===== config.mk =====
export PLATFORM = sky130hd
export DESIGN_NAME = alu_arbiter
export DESIGN_NICKNAME = d
export VERILOG_FILES = /design/src/rtl/alu_arbiter.sv
export SDC_FILE = /design/constraint.sdc
export NUM_CORES = 1
export LEC_CHECK = 0
export CORE_AREA = 2 2 108 110
export DETAILED_ROUTE_END_ITERATION = 12
export DIE_AREA = 0 0 110 112
export PLACE_DENSITY = 0.64
export SLEW_MARGIN = 0
export SYNTH_ARGS = -nofsm -noshare
export SYNTH_HDL_FRONTEND = slang
export SYNTH_SLANG_ARGS = --single-unit

===== constraint.sdc =====
create_clock -name clk -period 3 [get_ports clk]
set_clock_uncertainty 0.05 [all_clocks]
set_input_delay 0.75 -clock clk [delete_from_list [all_inputs] [get_ports clk]]
set_output_delay 0.75 -clock clk [all_outputs]
set_load 0.03 [all_outputs]

===== src/rtl/alu_arbiter.sv =====
// Round-robin arbiter sharing one external ALU between two requesters.
// The result is registered and held under a valid/ready handshake.
module alu_arbiter #(
   parameter int LEN = 32
) (
   input  logic           clk,
   input  logic           rst_n,
   input  logic           req0_valid,
   output logic           req0_ready,
   input  logic [3:0]     req0_ctl,
   input  logic [LEN-1:0] req0_a,
   input  logic [LEN-1:0] req0_b,
   input  logic           req1_valid,
   output logic           req1_ready,
   input  logic [3:0]     req1_ctl,
   input  logic [LEN-1:0] req1_a,
   input  logic [LEN-1:0] req1_b,
   output logic [3:0]     alu_ctl,
   output logic [LEN-1:0] alu_a,
   output logic [LEN-1:0] alu_b,
   input  logic [LEN-1:0] alu_out,
   input  logic           alu_zero,
   output logic           rsp_valid,
   input  logic           rsp_ready,
   output logic           rsp_id,
   output logic [LEN-1:0] rsp_data,
   output logic           rsp_zero
);

   typedef enum logic {EMPTY = 1'b0, FULL = 1'b1} state_e;

   state_e         state_q, state_d;
   logic           rsp_id_q, rsp_id_d;
   logic [LEN-1:0] rsp_data_q, rsp_data_d;
   logic           rsp_zero_q, rsp_zero_d;
   logic           rr_last_q, rr_last_d;

   logic gnt_vld;
   logic gnt_id;
   logic can_issue;
   logic accept;

   // Grant selection: a lone requester wins; on contention the one not served last
   always_comb begin
      gnt_vld = 1'b0;
      gnt_id  = 1'b0;
      if (req0_valid && req1_valid) begin
         gnt_vld = 1'b1;
         gnt_id  = ~rr_last_q;
      end else if (req0_valid) begin
         gnt_vld = 1'b1;
         gnt_id  = 1'b0;
      end else if (req1_valid) begin
         gnt_vld = 1'b1;
         gnt_id  = 1'b1;
      end
   end

   // Handshake toward requesters; nothing is accepted while reset is asserted
   always_comb begin
      can_issue  = (state_q == EMPTY) | rsp_ready;
      req0_ready = can_issue & gnt_vld & ~gnt_id & rst_n;
      req1_ready = can_issue & gnt_vld & gnt_id & rst_n;
      accept     = (req0_valid & req0_ready) | (req1_valid & req1_ready);
   end

   // ALU operand mux: granted requester's controls, zeros when idle
   always_comb begin
      alu_ctl = '0;
      alu_a   = '0;
      alu_b   = '0;
      if (gnt_vld) begin
         alu_ctl = gnt_id ? req1_ctl : req0_ctl;
         alu_a   = gnt_id ? req1_a   : req0_a;
         alu_b   = gnt_id ? req1_b   : req0_b;
      end
   end

   // Next state: load on accept (even while retiring), otherwise drain on rsp_ready
   always_comb begin
      state_d    = state_q;
      rsp_id_d   = rsp_id_q;
      rsp_data_d = rsp_data_q;
      rsp_zero_d = rsp_zero_q;
      rr_last_d  = rr_last_q;
      if (accept) begin
         state_d    = FULL;
         rsp_id_d   = gnt_id;
         rsp_data_d = alu_out;
         rsp_zero_d = alu_zero;
         rr_last_d  = gnt_id;
      end else if (rsp_ready) begin
         state_d    = EMPTY;
      end
   end

   // State registers with synchronous active-low reset
   always_ff @(posedge clk) begin
      if (!rst_n) begin
         state_q    <= EMPTY;
         rsp_id_q   <= 1'b0;
         rsp_data_q <= '0;
         rsp_zero_q <= 1'b0;
         rr_last_q  <= 1'b1;
      end else begin
         state_q    <= state_d;
         rsp_id_q   <= rsp_id_d;
         rsp_data_q <= rsp_data_d;
         rsp_zero_q <= rsp_zero_d;
         rr_last_q  <= rr_last_d;
      end
   end

   assign rsp_valid = (state_q == FULL);
   assign rsp_id    = rsp_id_q;
   assign rsp_data  = rsp_data_q;
   assign rsp_zero  = rsp_zero_q;

endmodule


; Yosys cells after proc, flatten, opt, wreduce, memory -nomap -nowiden
; Cells that the tools add are included.
[word_totals]
regBits = 36
out_inout_bits = 105
word_cells = 32
[classes]
n_mux = 13
n_bitwise = 12
reduce_logical = 2
[op_table]
columns = operator, n
row1 = 32-bit two-way mux, 4
row2 = 4-bit two-way mux, 2
row3 = 1-bit bitwise AND, 7
row4 = 1-bit two-way mux, 7
row5 = 1-bit inverter, 3
row6 = 1-bit OR, 2
row7 = 2-bit nonzero test, 1
row8 = 1-bit logical AND, 1

; Longest topological paths before layout
; Gate-level depths: netlist of the first run.
[logic_depth]
word_depth = 9
depth_mapped = 7

; Worst setup path after synthesis of the first run
; Ideal clock, no wire load.
[synth_timing]
path_kind = input-to-output
startpoint = input req0_valid
endpoint = output alu_a[0]
arrival_ns = 1.894
slack_ns = 0.306
stages = 5
cell_sequence = buf_6 a21boi_4 buf_6 clkbuf_2 o21ai_0
[synth_between]
elab_chain_len = 4
elab_cells_between_ends = 7
[synth_rtl]
columns = item, line
row1 = from (decl), 8  ; input logic req0_valid,
row2 = 1-bit two-way mux or 1-bit logical AND (tied branches), "50, 47"
row3 = 1-bit two-way mux, 47  ; if (req0_valid && req1_valid) begin
row4 = 32-bit two-way mux, 74  ; alu_a = gnt_id ? req1_a : req0_a;
row5 = 32-bit two-way mux (*), 72  ; if (gnt_vld) begin
row6 = to (decl), 19  ; output logic [LEN-1:0] alu_a,
; Mark *: on every way between the ends. The rest lies on a longest branch, timed or not.

; Final worst setup path of the first run
[layout_timing]
startpoint = input req1_valid
endpoint = output req0_ready
[layout_between]
elab_chain_len = 6
elab_cells_between_ends = 10
[layout_rtl]
columns = item, line
row1 = from (decl), 13  ; input logic req1_valid,
row2 = 1-bit two-way mux, 53  ; end else if (req1_valid) begin
row3 = 1-bit two-way mux, 50  ; end else if (req0_valid) begin
row4 = 1-bit two-way mux, 47
row5 = 1-bit bitwise AND or 1-bit inverter (tied branches), 62  ; req0_ready = can_issue & gnt_vld & ~gnt_id & rst_n;
row6 = 1-bit bitwise AND (*) (2 in a row), 62
row7 = to (decl), 9  ; output logic req0_ready,
; Marks and branches as above.

==> results.md, run 1 <==
- Number of setup violations in the final report: 0
- Simple-gate area share of the yosys netlist: 32.4%
- Detailed Place HPWL: 8070 um
- Final wirelength: 11000 um
- Die Footprint: 12300 sq um
- Commonest cells after routing, fill and taps aside: 206 x clkdlybuf4s50_1, 203 x nand2_1, 77 x buf_4
- Number of antenna violations at the first check in global routing: 1
- Clock latency on the worst-skew pair: 0.28 ns
- Number of instances in the placed design: 780
- Total core area: 11200 sq um
- Antenna viol nets, final: 0
- IR Drop Worst-Case VDD: 0.384 mV
- F_max: 0.341 GHz
- Number of inserted diodes: 0
- Commonest non-fill, non-tap cell in the layout: clkdlybuf4s50_1
- Part of the Yosys area used for sequential elements: 29.4%
- # DRC: 0
- Final slew viol count: 0
- Number of cells on the worst hold path: 2
- Number of buffers on the longest clock path: 2
- Number of input and output port buffers inserted: 278
- Vias in the first global route: 3203
- Cell area power density: 387 nW/um^2
- Crit path arrival time: 2.13 ns
- Height of the die: 112 um
- XOR/XNOR share of the synthesized area: 0%
- Main area contributors after synthesis: nand2_1 31%, dfxtp_1 29%, o21ai_0 14%, mux2i_1 13%, buf_6 4.1%
- Ratio of cells with drive above 1 in the final layout: 14.7%
- Pin count of the biggest net entering global routing: 87
- Worst path required time: 2.20 ns
- Multiplexer fraction of the synthesized cell area: 13.5%
- Max-capacitance violation count: 0
- Reg2reg start: rsp_valid
- Outcome: completed
- Average instance area after synthesis: 6.34 sq um
- Total Routing Usage GR: 15.2%
- Number of nets in the layout: 825
- Setup Total Neg Slack: 0 ns
- WL/cell: 13.8 um
- Endpoint, Worst Hold: rsp_data[11]
- Final non-filler cell total: 795
- Adder-cell share of the synthesized area: 0%
- Reg-to-reg slack, setup: 1.52 ns
- Yosys warnings: 0
- Final hold violation count: 0
- DR iter-0 viols: 191
- Die width: 110 um
- Pre-antenna DRT Iters: 4
- Total leakage power: 2.38 nW
- Critical Path End Type: output port
- Root Buffer: clkbuf_16
- TritonCTS clock tree: yes
- Post-CTS setup buffer count: 0
- Clock H-tree levels: 2
- Largest driver fanout on the critical path: 13
- GRT overflow: 0
- Number of gates resized after cts: 0
- Via count: 3506
- Time the final worst path needs with I/O delays and setup: 2.93 ns
- Initial Util: 21.9%
- Class of the most critical setup path: primary input to output port
- Worst setup SP type: primary input
- Number of clock buffers inserted by TritonCTS: 5
- Hold/Removal Path Class: flip-flop to flip-flop
- CTS Hold Buffers Added: 0
- Setup repair after global routing missed its margin: yes
- Hold slack final: 0.400 ns
- Share of the clock period used by the worst path: 97.7%
- Top-level port count: 279
- Tightest Pin Transition: 0.594 ns
- R2R cell count: 4
- Instance count of the mapped netlist: 387
- Clock tree sinks: 36
- Critical hold path startpoint: rsp_data[11]
- Post-synthesis register bit count: 36
- Area fraction of the dominant cell type after synthesis: 31.1%
- Post-Syn Nets: 561
- Routability Congestion: 0.892
- Cell type with the largest total area after synthesis: nand2_1
- Worst max-slew margin expressed relative to the limit: 60.4%
- Endpoint of the worst-slack reg-to-reg timing path: rsp_data[25]
- Compound-cell area share of the yosys netlist: 15.9%
- Cell area after synthesis: 2450 sq um
- CTS clk-pin slew, worst paths: 0.05 ns
- Synth cell types: 19
- Dominant combinational cell family by area after synthesis: simple AND/OR/NAND/NOR gates
- Wire length of the first global-routing pass: 15200 um
- Detailed-route vias per instance: 4.41
- Core Rows: 39
- Layout overhead on the synthesized area: 121%
[power by group]
part	leakage [nW]	internal (W)	switching, W
Combinational	1.99	0.000457	0.000472
Clock	0.0901	0.000437	0.000192
Sequential	0.298	0.000516	0.0000203
Total	2.38	0.00141	0.000685
[cells in the mapped netlist]
cell,instances
nor2_1,1
buf_6,9
dfxtp_1,36
inv_1,1
nand4b_1,1
o21ai_0,67
clkbuf_2,4
nand2b_1,1
a21boi_4,1
a21boi_0,1
a21oi_1,1
buf_2,7
o21a_1,1
and3_1,1
and3b_1,1
o21ai_1,3
nand2_1,203
clkbuf_1,15
mux2i_1,33
[worst max path at each step]
stage / startpoint / endpoint / depth (start not counted)
after global routing: req1_valid / alu_a[3] / 7
after floorplan: req0_valid / alu_a[0] / 5
after detailed placement: req1_valid / alu_ctl[3] / 6
after global placement: req1_valid / alu_ctl[3] / 6
final: req1_valid / req0_ready / 6
after CTS: req1_valid / alu_ctl[3] / 6
[routing by layer]
layer  share of wire (%)  routed length, um  global-route usage [%]  vias up
met5                0.15                 17                       0        -
met2                  47               5180                    26.1      176
met4                 1.6                172                    3.97        2
met3                  13               1380                    6.03       16
met1                  39               4260                    17.3     1544
li1                    -                  -                       -     1768
[final cells by class]
type                            count  area, sq um
Inverter                            1         3.75
Timing Repair Buffer              292         2810
Clock inverter                      1         30.0
Multi-Input combinational cell    315         1520
Fill cell                        1137         5760
Tap cell                          143          179
Clock buffer                        7          153
Sequential cell                    36          721
[sequential cells by signal (all words and copies together), names as in the netlist]
name / cells
rsp_data: 32
rr_last_q: 1
rsp_id: 1
rsp_valid: 1
rsp_zero: 1
[through the flow]
step                      utilization (%)  instance area, sq um  total power, W  setup WS [ns]
after global placement               45.7                  5110         0.00144         0.0458
final                                48.4                  5410         0.00209         0.0690
after detailed placement             45.7                  5110         0.00145        0.00767
after global routing                 48.4                  5410         0.00220        -0.0203
after CTS                            47.3                  5290         0.00208        0.00776
after floorplan                         -                  2450        0.000995          0.306
[worst max-delay path: stages]
cell	delay (ns)
clkdlybuf4s50_1	0.47
a21boi_4	0.19
buf_4	0.19
clkbuf_16	0.18
and3b_1	0.18
buf_4	0.17
[kinds of logic (layout without fill, tap and decap cells)]
kind of cell | count (synthesis) | count (layout)
AND/OR/NAND/NOR | 208 | 208
AO/OA/AOI/OAI | 74 | 74
flip-flops | 36 | 36
multiplexers | 33 | 33
buffers and inverters | 36 | 301
No activity file was read; power rests on OpenSTA's default activity.
==> inputs of run 2 (changes only) <==
--- a/config.mk
+++ b/config.mk
@@ -5,10 +5,11 @@
 export SDC_FILE = /design/constraint.sdc
 export NUM_CORES = 1
 export LEC_CHECK = 0
+export CAP_MARGIN = 20
 export CORE_AREA = 2 2 108 110
 export DETAILED_ROUTE_END_ITERATION = 12
 export DIE_AREA = 0 0 110 112
-export PLACE_DENSITY = 0.64
+export PLACE_DENSITY = 0.67
 export SLEW_MARGIN = 0
 export SYNTH_ARGS = -nofsm -noshare
 export SYNTH_HDL_FRONTEND = slang
==> run 2 against run 1 <==
- cell count rose by 1.5%
- sequential power hardly changed
- hold slack improved by 0.0023 ns
- worst setup slack better by 0.27 ns
- cell area is 3.9% higher
- global-route usage grew 1.6 points
- sequential share of layout area is 0.49 points lower
- critical path depth stayed put
- via count is 0.63% higher
- die area unchanged
- combinational power grew 6.0%
- clock-buffer cell count did not move
- largest power group unchanged
==> results.md, run 2 (same netlist as run 1, synthesis figures left out) <==
- Outcome: completed
- Antenna viol nets, final: 0 (unchanged)
- Die Footprint: 12300 sq um (unchanged)
- Number of flip-flops in the largest register: 32 (unchanged)
- IR Drop Worst-Case VDD: 0.327 mV (-15%)
- CTS clk-pin slew, worst paths: 0.05 ns (about the same)
- WL/cell: 14.2 um (+2.5%)
- Tightest Pin Transition: 0.605 ns (+0.0112 ns)
- F_max: 0.376 GHz (+10%)
- CTS Hold Buffers Added: 0 (unchanged)
- Initial Util: 21.9% (unchanged)
- Height of the die: 112 um (unchanged)
- Met1 usage: 17.4% (+0.12 points)
- Clock latency on the worst-skew pair: 0.27 ns (about the same)
- Number of setup violations in the final report: 0 (unchanged)
- Worst max-slew margin expressed relative to the limit: 59.7% (-0.75 points)
- Flop pwr share: 26.5% (+0.9 points)
- Fraction of power consumed by the clock network: 24.8% (-5.3 points)
- Crit path arrival time: 1.86 ns (-0.27 ns)
- Time the final worst path needs with I/O delays and setup: 2.66 ns (-0.272 ns)
- Via count: 3528 (+0.63%)
- Worst setup SP type: primary input
- Max-capacitance violation count: 0 (unchanged)
- Share of the clock period used by the worst path: 88.6% (-9.1 points)
- Instance area after placement: 5330 sq um (+4.3%)
- Class of the most critical setup path: primary input to output port
- Worst path required time: 2.20 ns (about the same)
- Met2 usage: 31.2% (+5.0 points)
- Clock H-tree levels: 2 (unchanged)
- Number of buffers on the longest clock path: 2 (unchanged)
- Switch Pwr: 0.000694 W (+1.4%)
- Layout overhead on the synthesized area: 129%
- Total core area: 11200 sq um (unchanged)
- Number of instances in the placed design: 791 (+1.4%)
- Reg2reg start: rsp_valid
- Commonest non-fill, non-tap cell in the layout: clkdlybuf4s50_1
- Setup repair after global routing missed its margin: no
- TritonCTS clock tree: yes
- Pre-antenna DRT Iters: 4 (unchanged)
- Number of clock buffers inserted by TritonCTS: 5 (unchanged)
- Met3 Resource Use GR: 4.86% (-1.2 points)
- Endpoint, Worst Hold: rsp_data[3]
- Total non-filler cell area in the finished layout: 5620 sq um (+3.9%)
- Final slew viol count: 0 (unchanged)
- Critical Path End Type: output port
- GRT overflow: 0 (unchanged)
- Reg-to-reg slack, setup: 1.54 ns (+0.02 ns)
- Total Routing Usage GR: 16.8% (+1.6 points)
- Commonest cells after routing, fill and taps aside: 205 x clkdlybuf4s50_1, 203 x nand2_1, 71 x buf_4
- Final wirelength: 11400 um (+4.0%)
- Number of nets in the layout: 835 (+1.2%)
- Pin count of the biggest net entering global routing: 65 (-25%)
- Setup Total Neg Slack: 0 ns (unchanged)
- DR iter-0 viols: 248 (+30%)
- Detailed Place HPWL: 9170 um (+14%)
- Total leakage power: 2.47 nW (+3.8%)
- Die width: 110 um (unchanged)
- Critical hold path startpoint: rsp_data[3]
- Final hold violation count: 0 (unchanged)
- Largest driver fanout on the critical path: 8 (-5)
- Root Buffer: clkbuf_16
- Routability Congestion: 0.833 (-6.6%)
- Clock tree sinks: 36 (unchanged)
- Vias in the first global route: 3330 (+4.0%)
- Hold/Removal Path Class: flip-flop to flip-flop
- Combinational fraction of design power: 48.7% (+4.4 points)
- Wire length of the first global-routing pass: 16300 um (+7.4%)
- Top-level port count: 279 (unchanged)
- Endpoint of the worst-slack reg-to-reg timing path: rsp_data[2]
- # DRC: 0 (unchanged)
- Number of input and output port buffers inserted: 278 (unchanged)
- Number of cells on the worst hold path: 2 (unchanged)
- Cell area power density: 360 nW/um^2 (-7.0%)
- Pint: 0.00133 W (-5.8%)
- Number of antenna violations at the first check in global routing: 2 (+1)
- End-of-flow core utilization: 50.3% (+1.9 points)
- Final non-filler cell total: 807 (+1.5%)
- R2R cell count: 4 (unchanged)
- Detailed-route vias per instance: 4.37 (-0.87%)
- Switching power share of the total: 34.3% (+1.6 points)
- Ratio of cells with drive above 1 in the final layout: 16.2% (+1.4 points)
- Layer with the highest usage: met2
- Core Rows: 39 (unchanged)
## run 2: final cells by class
cell class / instances / area (sq um)
timing repair buffer: 302 / 3040
inverter: 1 / 3.75
sequential: 36 / 721
antenna: 2 / 5.00
tap: 143 / 179
clock inverter: 1 / 8.76
clock buffer: 7 / 133
fill: 1075 / 5550
multi-input combinational: 315 / 1530
## run 2: per-stage QoR
stage | power (W) | hold WS (ns) | setup WS, ns
after floorplan | 0.000995 | 0.486 | 0.306
after global placement | 0.00150 | 0.387 | 0.0461
after detailed placement | 0.00150 | 0.396 | 0.0322
after CTS | 0.00202 | 0.408 | 0.0287
after global routing | 0.00213 | 0.423 | 0.272
final | 0.00202 | 0.403 | 0.341
## run 2: critical path, stage by stage
cell and delay [ns]:
dlymetal6s2s_1 0.13, a21boi_4 0.17, buf_12 0.16, buf_4 0.13, o21ai_0 0.33, buf_12 0.18
## run 2: worst max path at each step
stage,cells past startpoint,slack (ns),endpoint,startpoint
floorplan,5,0.31,alu_a[0],req0_valid
global placement,7,0.05,alu_b[31],req1_valid
detailed placement,7,0.03,alu_b[31],req1_valid
CTS,7,0.03,alu_b[31],req1_valid
global route,6,0.27,alu_b[0],req1_valid
finish,6,0.34,alu_b[0],req1_valid
## run 2: what timing repair did
action | in CTS | in global routing
setup endpoints to repair | 0 | 31
resized for setup | 0 | 13
buffers inserted | 0 | 2
## run 2: power groups by stage
stage          clock network [W]  logic [W]  registers, W
4_1_cts                 0.000524   0.000962      0.000536
2_1_floorplan                  0   0.000380      0.000615
6_report                0.000502   0.000985      0.000535
3_5_place_dp                   0   0.000958      0.000545
3_3_place_gp                   0   0.000952      0.000543
5_1_grt                 0.000539    0.00105      0.000540
## run 2: metal layers
layer | routed length, um | up-vias
li1 | - | 1790
met1 | 4270 | 1572
met2 | 5790 | 152
met3 | 1110 | 14
met4 | 279 | 0
met5 | 0 | -
==> inputs of run 3 (changes only) <==
--- a/config.mk
+++ b/config.mk
@@ -10,6 +10,7 @@
 export DETAILED_ROUTE_END_ITERATION = 12
 export DIE_AREA = 0 0 110 112
 export PLACE_DENSITY = 0.67
+export SKIP_LAST_GASP = 1
 export SLEW_MARGIN = 0
 export SYNTH_ARGS = -nofsm -noshare
 export SYNTH_HDL_FRONTEND = slang
==> results of run 3 <==
Same layout as run 2: the final DEF is identical, and so are final timing and power.
